**src/rtl/rr_tree_arb_pkg.sv**
```systemverilog
// ============================================================================
//  Module : rr_tree_arb_pkg
//  Brief  : Shared state encoding and pointer-width helpers for rr_tree_arb.
//  Rev    : 1.0  initial release
// ============================================================================
`default_nettype none

package rr_tree_arb_pkg;

    typedef enum logic [1:0] {
        IDLE  = 2'd0,
        WAIT  = 2'd1,
        GRANT = 2'd2,
        REL   = 2'd3
    } state_t;

    function automatic int clog2(input int v);
        int r;
        r = 0;
        for (int k = 0; k < 32; k++) begin
            if ((1 << r) < v) r++;
        end
        return r;
    endfunction

    // Search pointer width: clog2(N), but never narrower than one bit.
    function automatic int ptr_width(input int n);
        return (clog2(n) < 1) ? 1 : clog2(n);
    endfunction

endpackage

`default_nettype wire

```
**src/rtl/rr_tree_arb_pick.sv**
```systemverilog
// ============================================================================
//  Module : rr_pick
//  Brief  : Combinational round-robin picker: rotate, priority-encode, rotate back.
//  Rev    : 1.0  initial release
// ============================================================================
`default_nettype none

module rr_pick #(
    parameter int N     = 4,
    parameter int PTR_W = 2
) (
    input  logic [N-1:0]     req,
    input  logic [PTR_W-1:0] ptr,
    output logic [N-1:0]     onehot,
    output logic [PTR_W-1:0] idx
);

    localparam logic [PTR_W:0] NN = (PTR_W+1)'(N);

    logic [N-1:0]     w_rot;
    logic [PTR_W-1:0] w_off;
    logic [PTR_W:0]   w_sum;

    // Bit 0 of the rotated vector corresponds to requester ptr.
    assign w_rot = N'({req, req} >> ptr);

    always_comb begin
        w_off = '0;
        for (int i = N - 1; i >= 0; i--) begin
            if (w_rot[i]) w_off = PTR_W'(i);
        end
    end

    assign w_sum  = {1'b0, w_off} + {1'b0, ptr};
    assign idx    = PTR_W'((w_sum >= NN) ? (w_sum - NN) : w_sum);
    assign onehot = (|req) ? (N'(1) << idx) : '0;

endmodule

`default_nettype wire

```
**src/rtl/rr_tree_arb.sv**
```systemverilog
// ============================================================================
//  Module : rr_tree_arb
//  Brief  : Clocked N-way round-robin arbiter node for arbitration trees.
//           Optional high-priority mask port enabled by RR_TREE_ARB_PRIO_EN.
//  Rev    : 1.0  initial release
// ============================================================================
`default_nettype none

module rr_tree_arb
    import rr_tree_arb_pkg::*;
#(
    parameter int N    = 4,
    parameter int ROOT = 0
) (
    input  logic         clk,
    input  logic         rst_n,
    input  logic [N-1:0] req,
    output logic [N-1:0] gnt,
    output logic         treq,
    input  logic         tgnt
`ifdef RR_TREE_ARB_PRIO_EN
    ,
    input  logic [N-1:0] prio
`endif
);

    localparam int               PTR_W = ptr_width(N);
    localparam logic [PTR_W-1:0] LAST  = PTR_W'(N - 1);

    state_t           r_state, w_state_nxt;
    logic [N-1:0]     r_gnt, w_gnt_nxt;
    logic             r_treq, w_treq_nxt;
    logic [PTR_W-1:0] r_ptr, w_ptr_nxt;
    logic [PTR_W-1:0] r_widx, w_widx_nxt;

    logic [N-1:0]     w_cand;
    logic [N-1:0]     w_pick_oh;
    logic [PTR_W-1:0] w_pick_idx;
    logic             w_go;

`ifdef RR_TREE_ARB_PRIO_EN
    logic [N-1:0] w_hp;
    assign w_hp   = req & prio;
    assign w_cand = (|w_hp) ? w_hp : req;
`else
    assign w_cand = req;
`endif

    // A root has no parent, so its grant is implicitly immediate.
    assign w_go = (ROOT != 0) ? 1'b1 : tgnt;

    rr_pick #(
        .N     (N),
        .PTR_W (PTR_W)
    ) u_pick (
        .req    (w_cand),
        .ptr    (r_ptr),
        .onehot (w_pick_oh),
        .idx    (w_pick_idx)
    );

    always_ff @(posedge clk or negedge rst_n) begin
        if (!rst_n) begin
            r_state <= IDLE;
            r_gnt   <= '0;
            r_treq  <= 1'b0;
            r_ptr   <= '0;
            r_widx  <= '0;
        end else begin
            r_state <= w_state_nxt;
            r_gnt   <= w_gnt_nxt;
            r_treq  <= w_treq_nxt;
            r_ptr   <= w_ptr_nxt;
            r_widx  <= w_widx_nxt;
        end
    end

    always_comb begin
        w_state_nxt = r_state;
        w_gnt_nxt   = r_gnt;
        w_treq_nxt  = r_treq;
        w_ptr_nxt   = r_ptr;
        w_widx_nxt  = r_widx;
        case (r_state)
            IDLE: begin
                if (|req) begin
                    w_treq_nxt  = 1'b1;
                    w_state_nxt = WAIT;
                end
            end
            WAIT: begin
                if (w_go) begin
                    if (|w_cand) begin
                        w_gnt_nxt   = w_pick_oh;
                        w_widx_nxt  = w_pick_idx;
                        w_state_nxt = GRANT;
                    end else begin
                        w_treq_nxt  = 1'b0;
                        w_state_nxt = (ROOT != 0) ? IDLE : REL;
                    end
                end
            end
            GRANT: begin
                if (!req[r_widx]) begin
                    w_gnt_nxt   = '0;
                    w_treq_nxt  = 1'b0;
                    w_ptr_nxt   = (r_widx == LAST) ? '0 : r_widx + 1'b1;
                    w_state_nxt = (ROOT != 0) ? IDLE : REL;
                end
            end
            REL: begin
                // Parent must withdraw its grant before a new request is raised.
                if (!tgnt) w_state_nxt = IDLE;
            end
            default: w_state_nxt = IDLE;
        endcase
    end

    assign gnt  = r_gnt;
    assign treq = r_treq;

endmodule

`default_nettype wire

```
**config.mk**
```make
export PLATFORM = sky130hd
export DESIGN_NAME = rr_tree_arb
export DESIGN_NICKNAME = d
export VERILOG_FILES = /design/src/rtl/rr_tree_arb_pkg.sv /design/src/rtl/rr_tree_arb_pick.sv /design/src/rtl/rr_tree_arb.sv
export SDC_FILE = /design/constraint.sdc
export NUM_CORES = 1
export LEC_CHECK = 0
export CORE_UTILIZATION = 50
export DETAILED_ROUTE_END_ITERATION = 10
export PLACE_DENSITY = 0.75
export SLEW_MARGIN = 40
export SYNTH_ARGS = -nofsm -noshare
export SYNTH_HDL_FRONTEND = slang
export SYNTH_SLANG_ARGS = --single-unit
```
**constraint.sdc**
```tcl
create_clock -name clk -period 2.8 [get_ports clk]
set_input_delay 0.28 -clock clk [delete_from_list [all_inputs] [get_ports clk]]
set_output_delay 0.28 -clock clk [all_outputs]
set_load 0.005 [all_outputs]
```
* Word level (Yosys, flattened, before mapping)
Cells that the tools add are included.
Word-level totals: register bits after elaboration 11, word-level logic and storage cells 55
Operators by class: add/sub/neg operators 3, magnitude comparators 2, equal/unequal tests 10, shift operators 2, multiplexer cells 23, bitwise gates (word level) 1, reduce and logical (&&, ||, !) cells 9
Operators with widths (number):
- two-way mux 2 bit | 10
- two-way mux 4 bit | 3
- != test 2 bit, second input constant | 6
- one-hot mux 2 bit (4 select lines) | 1
- one-hot mux 4 bit (2 select lines) | 1
- AND reduction 4 bit | 2
- right shift 8 x 2 -> 4 bit | 1
- == test 2 bit, second input constant | 3
- two-way mux 1 bit | 6
- AND reduction 5 bit | 1
- OR reduction 4 bit | 1
- left shift 1 x 2 -> 4 bit, first input constant | 1
- adder 2 x 2 -> 3 bit | 1
- greater-or-equal comparator 3 bit, second input constant | 1
- < comparator 2 x 3 -> 1 bit, second input constant | 1
- one-hot mux 1 bit (3 select lines) | 1
- AND reduction 3 bit | 1
- nonzero test 3 bit | 1
- adder 2 x 1 -> 2 bit, second input constant | 1
- binary-select mux 1 bit (select 2 bit) | 1
- == test 2 x 1 -> 1 bit, second input constant | 1
- zero test 2 bit | 1
- AND reduction 2 bit | 1
- nonzero test 2 bit | 1
- 2 further kinds | 2

* Logic depth before layout (Yosys ltp)
depth after elaboration 12, mapped depth 10, depth with buffers taken out 9

* Hierarchy
Synthesis repeated with hierarchy kept, for this count alone.
Second synthesis, totals: cells, all modules 94, area, all modules 969.7 um^2
By module, submodules not included:
- rr_tree_arb | instances 1, cells an instance 55, area an instance 673.1 um^2
- rr_pick | instances 1, cells an instance 39, area an instance 296.5 um^2

* Worst setup path before layout
Ideal clock, no wire load.
path type register -> register, start reg r_ptr[1], end reg r_widx[1], arrival time 1.813 ns, setup slack 0.862 ns, cell stages (with the launch flop) 11, path buffers 1, clock period less this slack 1.938 ns, path through dfrtp_1 clkbuf_1 or2b_1 a21oi_1 o22ai_1 nor2_1 a21oi_1 ha_1 xnor2_1 xnor2_1 mux2_2
Between the ends: word-level cells in the longest chain between the ends 8, elaborated cells between the ends (all ways) 9, those cells by class add/sub (2); order compare (1); shift (1); mux (5)
Ends and longest elaborated chain:
- from (decl) | line rr_tree_arb.sv:33 | logic [PTR_W-1:0] r_ptr, w_ptr_nxt;
- from (signal assigned) | line rr_tree_arb.sv:73 | r_ptr <= w_ptr_nxt;
- right shift 8 x 2 -> 4 bit | line rr_tree_arb_pick.sv:25 | assign w_rot = N'({req, req} >> ptr);
- two-way mux 2 bit (4 in a row) | line rr_tree_arb_pick.sv:30 | if (w_rot[i]) w_off = PTR_W'(i);
- adder 2 x 2 -> 3 bit * | line rr_tree_arb_pick.sv:34 | assign w_sum = {1'b0, w_off} + {1'b0, ptr};
- greater-or-equal comparator 3 bit / subtractor 2 x 1 -> 2 bit (equally long branches) | line rr_tree_arb_pick.sv:35 | assign idx = PTR_W'((w_sum >= NN) ? (w_sum - NN) : w_sum);
- two-way mux 2 bit * | line rr_tree_arb_pick.sv:35
- to (signal assigned) | line rr_tree_arb.sv:74 | r_widx <= w_widx_nxt;
- to (decl) | line rr_tree_arb.sv:34 | logic [PTR_W-1:0] r_widx, w_widx_nxt;
Mark *: on every way between the ends. The rest lies on a longest branch, timed or not. A chain may end at the register's enable or synchronous reset.

* Worst setup path after layout
start in req[1], end reg r_gnt[3] (netlist: gnt[3])
Between the ends: word-level cells in the longest chain between the ends 12, elaborated cells between the ends (all ways) 19, those cells by class add/sub (2); order compare (1); eq/ne (2); shift (2); mux (10); reduce/logical (2)
Ends and longest elaborated chain:
- from (decl) | line rr_tree_arb.sv:17 | input logic [N-1:0] req,
- right shift 8 x 2 -> 4 bit | line rr_tree_arb_pick.sv:25
- two-way mux 2 bit (4 in a row) | line rr_tree_arb_pick.sv:30
- adder 2 x 2 -> 3 bit | line rr_tree_arb_pick.sv:34
- greater-or-equal comparator 3 bit / subtractor 2 x 1 -> 2 bit (equally long branches) | line rr_tree_arb_pick.sv:35
- two-way mux 2 bit | line rr_tree_arb_pick.sv:35
- left shift 1 x 2 -> 4 bit | line rr_tree_arb_pick.sv:36 | assign onehot = (|req) ? (N'(1) << idx) : '0;
- two-way mux 4 bit | line rr_tree_arb.sv:93 | if (|w_cand) begin
- two-way mux 4 bit | line rr_tree_arb.sv:92 | if (w_go) begin
- one-hot mux 4 bit (2 select lines) | line rr_tree_arb.sv:84 | case (r_state)
- to (signal assigned) | line rr_tree_arb.sv:71 | r_gnt <= w_gnt_nxt;
- to (decl) | line rr_tree_arb.sv:31 | logic [N-1:0] r_gnt, w_gnt_nxt;
Parallel ways exist; a longest one is shown, timed or not. The select of a mux whose other input is x is not followed.

==> results.ini <==
[hold_path]
hp-class = in2async

[global_route]
grtUsageTotal_pct = 20.6
met1_usage_pct = 26.6
gr-usage-met3_pct = 8.15
antenna_found_initial = 0
grt.busiest_layer = met2
grt_max_degree = 12
grt_pass1_wl_microns = 2190
grt_overflow = 0
gr-usage-met2_pct = 32.0
grt_pass1_vias = 509

[clock_network]
tritoncts = done
htreeDepth = 1
cts_setup_buffers = 0
cts_hold_buf = 0
clock-root-buffer = clkbuf_4
cts-resized-gates = 0
cts.sinks = 11
clk-insertion-delay-late_ns = 0.26
clkTransAtPathRegs_ns = 0.07
cts_made_buffers = 3
cts_buffer_depth = 2

[status]
status = finished clean

[synth]
netlist_area_sq_um = 767
syn_avg_cell_area_sq_um = 10.2
synth_ff_type = dfrtp_1
yosysTopAreaCellShare_pct = 35.9
synthTopCellsByArea = dfrtp_1 36%, ha_1 9.8%, mux2_2 5.9%
syn_inst = 75
synth-edff-count = 0
ys_ff_latch = 11
async_flop_share_pct = 100
synth_nets = 88
yosysTopAreaCell = dfrtp_1
synth.distinct_cells = 34
yosys_warnings = 0
ys_seq_area_share_pct = 35.9

[worst_setup_path]
cp-end-kind = flip-flop
path_class = in2reg
arrival_ns = 2.36
ff2ff_path_depth = 9
crit_path_max_fanout = 7
critPathLaunchType = primary input
required_ns = 3.01

[place]
hpwlAfterDp_microns = 1100
gp_congestion = 0.791
port_buffers = 11
placed_cells = 101

[finish]
n_fill_cell = 117
fin_util_pct = 67.5
final_cell_mix = 11 x dfrtp_1, 11 x clkdlybuf4s50_1, 6 x ha_1, 5 x nand2_1
layout.nets = 104
n_antenna_cell = 0
fin_cells = 105
drive_above_1_share_pct = 13.3
areaGrowthSynthToFinish_pct = 20.2

[power_and_ir_drop]
ir_worst_vdd_v = 0.000571
power_density_nw_per_um2 = 1060
finalPower_mw = 0.974
leakagePower_nw = 0.395

[timing]
slew_headroom_pct = 65.8
rsz0062_at_grt = false
fmaxAchievable_mhz = 464
period_share_pct = 76.9
tightestPinTransition_ns = 0.512
fin_crit_ns = 2.15
setup_tns_ns = 0
hold_violations = 0
setup_viol = 0
clock_skew_ns = 0.00641
drv_slew = 0

[run]
drv_cap = 0

[drt]
wl_per_cell_microns = 13.6
first_pass_iters = 3
drt_iter0_drc = 3
drc = 0
postRouteAntennaNets = 0
vias_per_cell = 5.85
vias = 614
wirelength_microns = 1430

[die]
fp-row-count = 13
die_width_microns = 41.2
start_util_pct = 56.1
io_pins = 12
die_area_sq_um = 1690
die_h_microns = 41.2
core-area_sq_um = 1370

[power by group]
group,internal [mW],total [mW],switching [mW]
registers,0.236,0.316,0.0794
clock network,0.0550,0.108,0.0526
logic,0.286,0.551,0.265
total,0.577,0.974,0.397
[synth_stat cells (2+ instances only)]
cell	count
dfrtp_1	11
ha_1	6
nand2_1	5
inv_1	4
mux2_2	4
nor2_1	4
a21oi_1	3
nand2b_1	3
nor2b_1	3
nor3_1	3
a22o_1	2
o21ai_0	2
o31ai_1	2
o41ai_1	2
xnor2_1	2
[worst paths after layout]
check / endpoint / slack, ns / startpoint
max: gnt[3] / 0.65 / req[1]
min: treq / 0.35 / rst_n
max reg2reg: gnt[3] / 0.73 / r_ptr[1]
min reg2reg: gnt[1] / 0.50 / gnt[1]
max in group asynchronous: gnt[2] / 2.10 / rst_n
min in group clk: gnt[1] / 0.50 / gnt[1]
[registers in the layout (all words and copies together) (netlist names)]
signal   flops
gnt          4
r_ptr        2
r_state      2
r_widx       2
treq         1
[layout make-up]
| class | count | area [sq um] | share of cell area [%] |
|---|---|---|---|
| sequential | 11 | 275 | 29.9 |
| multi-input combinational | 58 | 462 | 50.1 |
| inverter | 4 | 15.0 | 1.63 |
| clock buffer | 4 | 26.3 | 2.85 |
| tap | 15 | 18.8 | 2.04 |
| timing repair buffer | 13 | 125 | 13.6 |
[routing by layer]
| metal | wire length, microns | part of all wire (%) |
|---|---|---|
| met1 | 733 | 51 |
| met2 | 636 | 45 |
| met3 | 48 | 3.4 |
| met5 | 0 | 0 |
| met4 | 6 | 0.42 |
[cell families after synthesis]
| logic type | Yosys count | synth area share (%) |
|---|---|---|
| xor+xnor | 2 | 2.28 |
| compound gates | 23 | 24.6 |
| buf+inv | 6 | 3.91 |
| fa+ha+maj | 6 | 9.79 |
| mux | 5 | 8.81 |
| simple gates | 22 | 14.7 |
| flops | 11 | 35.9 |
[worst max-delay path: stages]
cell and delay (ns):
clkdlybuf4s50_1 0.59, nor2b_1 0.24, a21oi_1 0.06, o22ai_1 0.16, nor2_1 0.05, a21oi_1 0.14, ha_1 0.18, xnor2_1 0.08
xnor2_1 0.35, a32o_1 0.23
[through the flow]
step / hold WS [ns] / setup slack [ns] / cell area (sq um)
floorplan: -0.0156 / 0.862 / 767
global placement: 0.474 / 0.438 / 896
detailed placement: 0.483 / 0.350 / 896
CTS: 0.361 / 0.640 / 922
global route: 0.400 / 0.439 / 922
finish: 0.351 / 0.647 / 922
(Power assumes the default switching activity.)
